`src/rtl/byte_word_packer_pkg.sv`:
```
// Shared constants and lane helpers for the byte/word packer and its companion unpacker.
package byte_word_packer_pkg;

    localparam int BYTE_W_DEF = 8;
    localparam int BYTES_DEF  = 4;
    localparam int CNT_W_DEF  = 16;
    localparam int MAX_LANES  = 32;

    // One-hot lane select for lane idx; callers size-cast down to their lane count.
    function automatic logic [MAX_LANES-1:0] lane_onehot(input int unsigned idx);
        logic [MAX_LANES-1:0] v;
        v = {{(MAX_LANES-1){1'b0}}, 1'b1};
        return v << idx;
    endfunction

endpackage

```
`src/rtl/byte_word_packer_out_reg.sv`:
```
// Output holding register with a valid/ready handshake; a load may coincide with a handoff.
module byte_word_packer_out_reg #(
    parameter int DATA_W = 32,
    parameter int KEEP_W = 4
) (
    input  logic              clk,
    input  logic              reset,
    input  logic              i_load,
    input  logic [DATA_W-1:0] i_data,
    input  logic [KEEP_W-1:0] i_keep,
    input  logic              i_last,
    input  logic              i_ready,
    output logic              o_load_ok,
    output logic              o_handoff,
    output logic              o_valid,
    output logic [DATA_W-1:0] o_data,
    output logic [KEEP_W-1:0] o_keep,
    output logic              o_last
);

    logic              r_valid;
    logic [DATA_W-1:0] r_data;
    logic [KEEP_W-1:0] r_keep;
    logic              r_last;

    // Room for a new word whenever the slot is empty or is being drained this cycle.
    assign o_load_ok = ~r_valid | i_ready;
    assign o_handoff = r_valid & i_ready;

    always_ff @(posedge clk or posedge reset) begin
        if (reset) begin
            r_valid <= 1'b0;
            r_data  <= '0;
            r_keep  <= '0;
            r_last  <= 1'b0;
        end else if (i_load) begin
            r_valid <= 1'b1;
            r_data  <= i_data;
            r_keep  <= i_keep;
            r_last  <= i_last;
        end else if (o_handoff) begin
            r_valid <= 1'b0;
        end
    end

    assign o_valid = r_valid;
    assign o_data  = r_data;
    assign o_keep  = r_keep;
    assign o_last  = r_last;

endmodule

```
`src/rtl/byte_word_packer.sv`:
```
// Packs a little-endian byte stream into words (lane k = bits [k*BYTE_W +: BYTE_W]),
// with byte_last flushing a partial word under a keep mask.
module byte_word_packer
    import byte_word_packer_pkg::*;
#(
    parameter int BYTE_W = BYTE_W_DEF,
    parameter int BYTES  = BYTES_DEF,
    parameter int CNT_W  = CNT_W_DEF
) (
    input  logic                    clk,
    input  logic                    reset,
    input  logic [BYTE_W-1:0]       byte_data,
    input  logic                    byte_valid,
    input  logic                    byte_last,
    output logic                    byte_ready,
    output logic [BYTE_W*BYTES-1:0] word_data,
    output logic [BYTES-1:0]        word_keep,
    output logic                    word_last,
    output logic                    word_valid,
    input  logic                    word_ready,
    output logic [CNT_W-1:0]        word_cnt
);

    localparam int WORD_W = BYTE_W * BYTES;
    localparam int IDX_W  = $clog2(BYTES);
    localparam logic [IDX_W-1:0] LAST_IDX = IDX_W'(BYTES - 1);

    logic [WORD_W-1:0] r_acc;
    logic [BYTES-1:0]  r_keep;
    logic [IDX_W-1:0]  r_idx;
    logic [CNT_W-1:0]  r_cnt;

    logic              w_accept;
    logic              w_complete;
    logic              w_load_ok;
    logic              w_handoff;
    logic [BYTES-1:0]  w_lane_sel;
    logic [BYTES-1:0]  w_keep_next;
    logic [WORD_W-1:0] w_acc_next;

    assign byte_ready  = w_load_ok;
    assign w_accept    = byte_valid & w_load_ok;
    assign w_complete  = w_accept & ((r_idx == LAST_IDX) | byte_last);
    assign w_lane_sel  = BYTES'(lane_onehot(32'(r_idx)));
    assign w_keep_next = r_keep | w_lane_sel;

    always_comb begin
        w_acc_next = r_acc;
        for (int k = 0; k < BYTES; k++) begin
            if (w_lane_sel[k]) begin
                w_acc_next[k*BYTE_W +: BYTE_W] = byte_data;
            end
        end
    end

    // Accumulator clears on completion so unwritten lanes of the next word read as zero.
    always_ff @(posedge clk or posedge reset) begin
        if (reset) begin
            r_acc  <= '0;
            r_keep <= '0;
            r_idx  <= '0;
        end else if (w_complete) begin
            r_acc  <= '0;
            r_keep <= '0;
            r_idx  <= '0;
        end else if (w_accept) begin
            r_acc  <= w_acc_next;
            r_keep <= w_keep_next;
            r_idx  <= r_idx + IDX_W'(1);
        end
    end

    always_ff @(posedge clk or posedge reset) begin
        if (reset) begin
            r_cnt <= '0;
        end else if (w_handoff) begin
            r_cnt <= r_cnt + CNT_W'(1);
        end
    end

    assign word_cnt = r_cnt;

    byte_word_packer_out_reg #(
        .DATA_W (WORD_W),
        .KEEP_W (BYTES)
    ) u_out_reg (
        .clk       (clk),
        .reset     (reset),
        .i_load    (w_complete),
        .i_data    (w_acc_next),
        .i_keep    (w_keep_next),
        .i_last    (byte_last),
        .i_ready   (word_ready),
        .o_load_ok (w_load_ok),
        .o_handoff (w_handoff),
        .o_valid   (word_valid),
        .o_data    (word_data),
        .o_keep    (word_keep),
        .o_last    (word_last)
    );

endmodule

```
`config.mk`:
```
export PLATFORM = sky130hd
export DESIGN_NAME = byte_word_packer
export DESIGN_NICKNAME = d
export VERILOG_FILES = /design/src/rtl/byte_word_packer_pkg.sv /design/src/rtl/byte_word_packer_out_reg.sv /design/src/rtl/byte_word_packer.sv
export SDC_FILE = /design/constraint.sdc
export NUM_CORES = 1
export LEC_CHECK = 0
export CORE_MARGIN = 3
export CORE_UTILIZATION = 47
export DETAILED_ROUTE_END_ITERATION = 8
export GPL_TIMING_DRIVEN = 0
export PLACE_DENSITY = 0.75
export SYNTH_ARGS = -nofsm -noshare
export SYNTH_HDL_FRONTEND = slang
export SYNTH_SLANG_ARGS = --single-unit
```
`constraint.sdc`:
```
create_clock -name clk -period 2.8 [get_ports clk]
set_input_delay 0.56 -clock clk [delete_from_list [all_inputs] [get_ports clk]]
set_output_delay 0.56 -clock clk [all_outputs]
set_load 0.01 [all_outputs]
```
Yosys cells after proc, flatten, opt, wreduce, memory -nomap -nowiden. Cells that the tools add are included.

Register bits: 92. Input bits: 13. Output and inout bits: 55.

$add $sub $neg: 2. Eq/ne operators: 1. Shift operators: 1. Mux-type cells: 12. Bitwise gates (word level): 7. Reductions and logical operators: 2.

Operators with widths (count): 2-to-1 mux 32 bit (2); 2-to-1 mux 8 bit (4); adder 16 x 1 -> 16 bit (second input constant) (1); 2-to-1 mux 4 bit (2); 2-to-1 mux 2 bit (2); OR 4 bit (1); nonzero test 2 bit (2); left shift 1 x 2 -> 4 bit (first input constant) (1); bitwise AND 1 bit (3); adder 2 x 1 -> 2 bit (second input constant) (1); equality test 2 bit (second input constant) (1); 2-to-1 mux 1 bit (2); OR 1 bit (2); NOT 1 bit (1).

Depth between registers and ports, before layout. Gate-level depths: netlist of run 1.

Word-level depth: 5. Gate-level depth with buffers: 7. Mapped depth without buffers: 5.

Cells and area by module. From an unflattened synthesis of run 1, not the netlist that was laid out.

Cells, all modules: 278. Area, all modules: 3998.8 um^2.

By module, submodules not included: byte_word_packer (instances 1, cells an instance 195, area an instance 2498.6 um^2); byte_word_packer_out_reg (instances 1, cells an instance 83, area an instance 1500.2 um^2).

Worst setup path after synthesis of run 1. OpenSTA, ideal clock, no wires.

Path type: input port to flip-flop. Start point: input word_ready. End point: register r_acc[0]. Data arrival time: 1.478 ns. Setup slack: 1.202 ns. Cell stages on the path: 6. Buffers on the path: 2. Cells stage by stage: nand2b_4 and2_4 buf_6 and3_1 buf_6 a22o_1.

Word-level cells in the longest chain between the ends: 4. Elaborated cells between the ends (all ways): 5. Classes of those cells: mux (1); bitwise (3); reduce/logical (1).

RTL lines: start: declaration (line byte_word_packer.sv:20) `input logic word_ready,`; OR 1 bit * (line byte_word_packer_out_reg.sv:27) `assign o_load_ok = ~r_valid | i_ready;`; bitwise AND 1 bit * (line byte_word_packer.sv:42) `assign w_accept = byte_valid & w_load_ok;`; bitwise AND 1 bit (line byte_word_packer.sv:43) `assign w_complete = w_accept & ((r_idx == LAST_IDX) | byte_last);`; 2-to-1 mux 32 bit / nonzero test 2 bit (equally long branches); end signal: assignment (line byte_word_packer.sv:67) `r_acc <= w_acc_next;`; end: declaration (line byte_word_packer.sv:28) `logic [WORD_W-1:0] r_acc;`.

Every way passes the cells marked *; elsewhere a longest branch is shown, timed or not. A chain may end at the register's enable or synchronous reset.

Final worst setup path of run 1.
Start point: input word_ready. End point: output byte_ready.

Word-level cells in the longest chain between the ends: 1.

RTL lines: OR 1 bit (line byte_word_packer_out_reg.sv:27); end: declaration (line byte_word_packer.sv:15) `output logic byte_ready,`.

No other way between the ends.

==> results of run 1 <==
state kept, by name, summed over array words and instances (netlist names):
name and cells:
u_out_reg.o_valid 1, r_keep 4, u_out_reg.o_data 32, r_idx 2
u_out_reg.o_keep 4, r_acc 32, u_out_reg.o_last 1, word_cnt 16
metal layers:
layer	vias to the layer above	share of wire [%]	wire, um
met4	0	1.2	95
met2	57	48	3850
li1	1288	-	-
met1	1348	46	3670
met3	8	5.5	441
met5	-	0	0
synth_stat cells (2+ instances only):
cell type / n
nor4_2: 2
clkbuf_1: 9
xnor2_1: 11
buf_6: 4
nand3_1: 6
nand2_1: 43
o21ai_0: 37
a22o_1: 25
and3_1: 4
mux2i_1: 32
dfrtp_1: 92
and2_1: 9
xor2_1: 4
ha_1: 5
o21ai_1: 3
buf_2: 5
nor2_1: 12
a21oi_1: 3
nand4_1: 4
and4_1: 2
inv_1: 5
through the flow:
| step | util, % | setup WS (ns) |
|---|---|---|
| 6_report | 62.7 | 0.441 |
| 2_1_floorplan | - | 1.16 |
| 3_3_place_gp | 59.3 | 0.224 |
| 3_5_place_dp | 59.8 | 0.447 |
| 4_1_cts | 62.7 | 0.430 |
| 5_1_grt | 62.7 | 0.372 |
critical path, cell delays in order:
cell and delay (ns):
clkdlybuf4s50_1 0.53, nand2b_4 0.18, clkdlybuf4s50_1 0.54
power by group through the flow:
stage	combinational [mW]	clock, mW	sequential [mW]
5_1_grt	1.10	1.06	1.77
6_report	0.998	0.981	1.74
3_3_place_gp	0.986	0	1.76
3_5_place_dp	1.01	0	1.76
4_1_cts	1.02	0.996	1.74
2_1_floorplan	0.444	0	1.82
cell usage in the layout (no fill, tap or decap), drive strengths merged:
cell type and n:
dfrtp 92, clkdlybuf4s50 67, nand2 43, o21ai 40, mux2i 32, a22o 25, clkbuf 18, nor2 12
xnor2 11, buf 11, and2 10, nand3 7, ha 5, inv 5, nand4 4, xor2 4
and3 4, a21oi 3, clkinv 3, and4 2, nor4 2, clkinvlp 2, bufinv 2, or2 2
nand2b 1, a31oi 1, o22a 1, mux2 1
worst max path at each step:
stage                           end  slack, ns  cells past startpoint        from
2_1_floorplan              r_acc[0]       1.16                      1       reset
3_3_place_gp   u_out_reg.o_data[29]       0.22                      2       reset
3_5_place_dp             byte_ready       0.45                      3  word_ready
4_1_cts                  byte_ready       0.43                      3  word_ready
5_1_grt                  byte_ready       0.37                      3  word_ready
6_report                 byte_ready       0.44                      3  word_ready
cell type report:
cell class                 instances  share of cell area [%]
clock buffer                       9                    2.53
buffer                            18                    2.12
timing repair buffer              69                    14.5
sequential                        92                    47.0
inverter                           5                   0.460
clock inverter                     7                    2.02
tap                              102                    2.61
multi-input combinational        210                    28.7
cell families after synthesis:
family / share of synthesized area (%)
flops: 60.1
simple gates: 11.2
buf+inv: 3.20
mux: 8.66
fa+ha+maj: 1.63
xor+xnor: 3.43
compound gates: 11.7
==> reports/results.txt, run 1 <==
Worst voltage drop across the vdd grid - 0.353 mV
Switching power - 1.10 mW
Source-to-sink clock delay at the later pin of the worst-skew pair - 0.35 ns
Number of cells in the design after placement - 496
Top area cells in the synthesized netlist - dfrtp_1, mux2i_1, a22o_1, o21ai_0, nand2_1
Final-layout worst hold slack - 0.473 ns
Number of flops mapped to enable cells by yosys - 0
Hold Path Sink - word_cnt[15]
Static leakage - 2.20 nW
CTS resizes - 0
Placement-stage cell area - 0.00467 sq mm
Crit path required time - 2.24 ns
RR Endpoint - u_out_reg.o_data[0]
Hold-fix buffers at CTS - 0
Crit. End Element - output port
Global-route met1 utilization - 26.6%
Total DRC errors in the routed layout - 0
Total clock buffers created by CTS - 9
Cell accounting for the most synthesized area - dfrtp_1
Area growth from synthesis to final layout - 27.8%
Count of unique library cells instantiated by Yosys - 29
Layer with the highest usage after global routing - met2
Placer Congestion - 0.771
Hold path startpoint - word_cnt[15]
FMAX - 0.424 GHz
DRT Wirelength - 8.05 mm
Clock root buffer - clkbuf_8
Share of total power in sequential cells - 46.7%
Ratio of total power to cell area - 759 mW/mm^2
Vias post-DR - 2701
Worst-path maximum fanout - 5
Synthesized net count - 343
Count of boundary I/O pins - 68
Number of antenna repair diodes - 0
Number of inserted filler cells in the final layout - 623
Post-DRT Antenna Nets - 0
Largest net degree at the start of global routing - 34
Number of slew-limit violations in the final report - 0
Maximum buffer depth of the clock tree - 2
Vias per Instance - 5.28
Arrival time worst endpoint - 1.80 ns
Source of the worst register-to-register timing path - r_idx[0]
Slew of the pin with the lowest slew margin - 0.733 ns
Total of endpoints with negative setup slack in the final report - 0
Combinational group share of total power - 26.9%
Count of placed standard cells in the final layout, fillers left out - 512
Number of hold violations in the final report - 0
Max-cap check violation count - 0
Area occupied by multi-input gates - 0.00141 sq mm
Non-Filler Cell Area, Final - 0.00489 sq mm
Post-DP HPWL - 5.70 mm
Mean routed wirelength per cell - 15.7 um
Sequential cell area - 0.00230 sq mm
Deepest level of the CTS H-tree - 3
Area fraction of the dominant cell type after synthesis - 60.1%
Die area - 0.00927 sq mm
Tmin final - 2.36 ns
Overall track demand over capacity in global routing - 19.2%
Leftover overflow at the end of global routing - 0
Buffers on Ports - 67
Setup tns final - 0 ns
First-pass GRT wire length - 13.4 mm
Worst Clk Skew - 0.0113 ns
Die Span X - 96.3 um
Clock transition at path regs - 0.09 ns
Hold path cells - 1
Clock group share of total power - 26.4%
NumNets Final - 423
Ys async rst share - 100%
Grt met3 use - 3.83%
First-pass detailed-route iteration total - 4
First DRT Iteration DRCs - 130
Ys flop type - dfrtp_1
Number of synthesized register bits - 92
Unrepaired setup endpoints after global routing - no
Relative max-transition margin - 51.1%
CTS sink count - 92
Worst R2R Path Depth - 7
Internal power contribution - 2.61 mW
Avg Inst Size Synth - 11.8 sq um
Area of the mapped netlist - 0.00383 sq mm
Synthesis warning total - 0
Status - complete, no violations
Met2 track demand over resource - 29.7%
Hold crit path type - flip-flop to flip-flop
Fraction of layout cells with a size suffix above 1 - 8.54%
Total power consumption of the routed design - 3.72 mW
TritonCTS clock tree - built
Die Y-Extent - 96.3 um
Core Footprint - 0.00781 sq mm
Period utilization - 84.3%
Via count of the first global-routing pass - 2671
Category of the worst setup path launch point - input pin
Gate count after technology mapping - 325
Fraction of power spent switching nets - 29.6%
Register-to-register path setup slack - 0.96 ns
Initial antenna violation count - 0
Proportion of synthesized chip area in sequential cells - 60.1%
Std cell rows - 32
Starting Density - 49.1%
Post CTS Setup Buffer Count - 0
Classification of the worst setup path - input pin to output port
Note: power is estimated with default switching activity, not from simulation.
==> run 2, diff against run 1 <==
==> constraint.sdc (replaced) <==
create_clock -name clk -period 2.1 [get_ports clk]
set_input_delay 0.42 -clock clk [delete_from_list [all_inputs] [get_ports clk]]
set_output_delay 0.42 -clock clk [all_outputs]
set_load 0.01 [all_outputs]
==> run 2 against run 1 <==
Net effect:
- critical path type is now flip-flop to flip-flop
- largest cell class unchanged
- highest routed layer unchanged
- worst setup slack worse by 0.18 ns
- clock power is 34% higher
- die area stayed put
- non-clock buffer count stayed put
- critical endpoint is now u_out_reg.o_data[0]
- combinational power is 33% higher
- clock skew stayed put
- utilization hardly changed
==> reports/results.txt, run 2 (synthesis gave the netlist of run 1 again) <==
Die Y-Extent - 96.3 um (unchanged)
Vias post-DR - 2701 (unchanged)
Ratio of total power to cell area - 1010 mW/mm^2 (+33%)
Largest net degree at the start of global routing - 34 (unchanged)
Post-DP HPWL - 5.70 mm (unchanged)
Worst-path maximum fanout - 10 (+5)
Status - complete, no violations
Cell family with most CP delay - buffers and inverters
CTS resizes - 0 (unchanged)
Die area - 0.00927 sq mm (unchanged)
Count of boundary I/O pins - 68 (unchanged)
Core Footprint - 0.00781 sq mm (unchanged)
Number of cells in the design after placement - 496 (unchanged)
Hold-fix buffers at CTS - 0 (unchanged)
Clock group share of total power - 26.4% (about the same)
Share of total power in sequential cells - 46.7% (about the same)
Area growth from synthesis to final layout - 27.9% (about the same)
Placement-stage cell area - 0.00467 sq mm (unchanged)
Overall track demand over capacity in global routing - 19.2% (unchanged)
Classification of the worst setup path - flip-flop to flip-flop
Placer Congestion - 0.771 (unchanged)
Vias per Instance - 5.28 (unchanged)
Cell-by-cell listing of the critical path - ha_1 > or2_0 > buf_2 > nand3_2 > clkbuf_1 > nand2_1 > o21ai_0
Via count of the first global-routing pass - 2671 (unchanged)
First DRT Iteration DRCs - 130 (unchanged)
Crit path required time - 2.37 ns (+0.13 ns)
Category of the worst setup path launch point - flip-flop
Buffers and inverters on the worst path - 2 (unchanged)
Clock transition at path regs - 0.09 ns (about the same)
Leading cell types in the layout, fill and taps excluded - dfrtp_1, clkdlybuf4s50_1, nand2_1
Deepest level of the CTS H-tree - 3 (unchanged)
Non-Filler Cell Area, Final - 0.00490 sq mm (about the same)
Post-DRT Antenna Nets - 0 (unchanged)
Static leakage - 2.20 nW (+0.13%)
Internal power contribution - 3.49 mW (+33%)
TritonCTS clock tree - built
Number of slew-limit violations in the final report - 0 (unchanged)
FMAX - 0.544 GHz
Fraction of layout cells with a size suffix above 1 - 8.54% (unchanged)
First-pass GRT wire length - 13.4 mm (unchanged)
Delay of the slowest cell on the worst path - 0.41 ns (-0.13 ns)
Arrival time worst endpoint - 2.11 ns (+0.31 ns)
Number of hold violations in the final report - 0 (unchanged)
NumNets Final - 423 (unchanged)
Worst Clk Skew - 0.0113 ns (unchanged)
Max-cap check violation count - 0 (unchanged)
Period utilization - 87.6%
Die Span X - 96.3 um (unchanged)
Hold crit path type - flip-flop to flip-flop
Switching power - 1.47 mW (+33%)
Slowest cell on the critical path - dfrtp_1
CTS sink count - 92 (unchanged)
Unrepaired setup endpoints after global routing - no
Total of endpoints with negative setup slack in the final report - 0 (unchanged)
Mean routed wirelength per cell - 15.7 um (about the same)
Commonest non-fill, non-tap cell in the layout - dfrtp_1
Std cell rows - 32 (unchanged)
Worst voltage drop across the vdd grid - 0.471 mV (+33%)
Source-to-sink clock delay at the later pin of the worst-skew pair - 0.35 ns (about the same)
Post CTS Setup Buffer Count - 0 (unchanged)
Leftover overflow at the end of global routing - 0 (unchanged)
Buffers on Ports - 67 (unchanged)
Count of placed standard cells in the final layout, fillers left out - 512 (unchanged)
End-of-flow core utilization - 62.7% (about the same)
Fraction of power spent switching nets - 29.6% (about the same)
Relative max-transition margin - 51.1% (unchanged)
Starting Density - 49.1% (unchanged)
Number of antenna repair diodes - 0 (unchanged)
Slew of the pin with the lowest slew margin - 0.733 ns (unchanged)
Maximum buffer depth of the clock tree - 2 (unchanged)
Clock root buffer - clkbuf_8
Crit. End Element - flip-flop
Total clock buffers created by CTS - 9 (unchanged)
Total DRC errors in the routed layout - 0 (unchanged)
Combinational group share of total power - 26.9% (about the same)
Initial antenna violation count - 0 (unchanged)
DRT Wirelength - 8.06 mm (about the same)
Tmin final - 1.84 ns
First-pass detailed-route iteration total - 4 (unchanged)
-- run 2: routing by layer --
metal	vias to the layer above	global-route usage [%]	routed length (um)
li1	1288	-	-
met1	1348	26.6	3670
met2	57	29.7	3850
met3	8	3.83	441
met4	0	7.35	95
met5	-	0	0
-- run 2: worst paths after layout --
kind,start,endpoint,slack [ns],cells after the start
setup / recovery,r_idx[0],u_out_reg.o_data[0],0.26,7
hold / removal,word_cnt[15],word_cnt[15],0.47,1
setup reg to reg,r_idx[0],u_out_reg.o_data[0],0.26,7
hold reg to reg,word_cnt[15],word_cnt[15],0.47,1
max in group asynchronous,reset,u_out_reg.o_data[29],0.98,3
min in group asynchronous,reset,word_cnt[15],0.53,2
-- run 2: area by class of cell --
class                   instances  area [sq um]
inverters                       5          22.5
flip-flops and latches         92          2300
multi-input cells             210          1410
clock inverters                 7          98.8
repair buffers                 69           713
fillers                       623          2910
well taps                     102           128
plain buffers                  18           104
clock buffers                   9           124
-- run 2: stage by stage --
stage	TNS [ns]	power (mW)	worst slack, ns	hold slack (ns)
finish	0	4.95	0.261	0.473
global route	0	5.24	0.0602	0.503
CTS	0	5.00	0.0105	0.479
detailed placement	-0.838	3.70	-0.0726	0.464
global placement	-30.68	3.66	-0.336	0.460
floorplan	0	3.01	0.574	0.453
-- run 2: worst reg2reg max path: stages (launching register included) --
cell      delay (ns)
dfrtp_1         0.41
ha_1            0.21
or2_0           0.20
buf_2           0.15
nand3_2         0.17
clkbuf_1        0.42
nand2_1         0.11
o21ai_0         0.09
-- run 2: power groups by stage --
| stage | registers (mW) | logic, mW | clock network [mW] |
|---|---|---|---|
| 6_report | 2.31 | 1.33 | 1.31 |
| 2_1_floorplan | 2.42 | 0.592 | 0 |
| 3_3_place_gp | 2.35 | 1.31 | 0 |
| 4_1_cts | 2.32 | 1.35 | 1.33 |
| 5_1_grt | 2.37 | 1.47 | 1.41 |
| 3_5_place_dp | 2.35 | 1.35 | 0 |
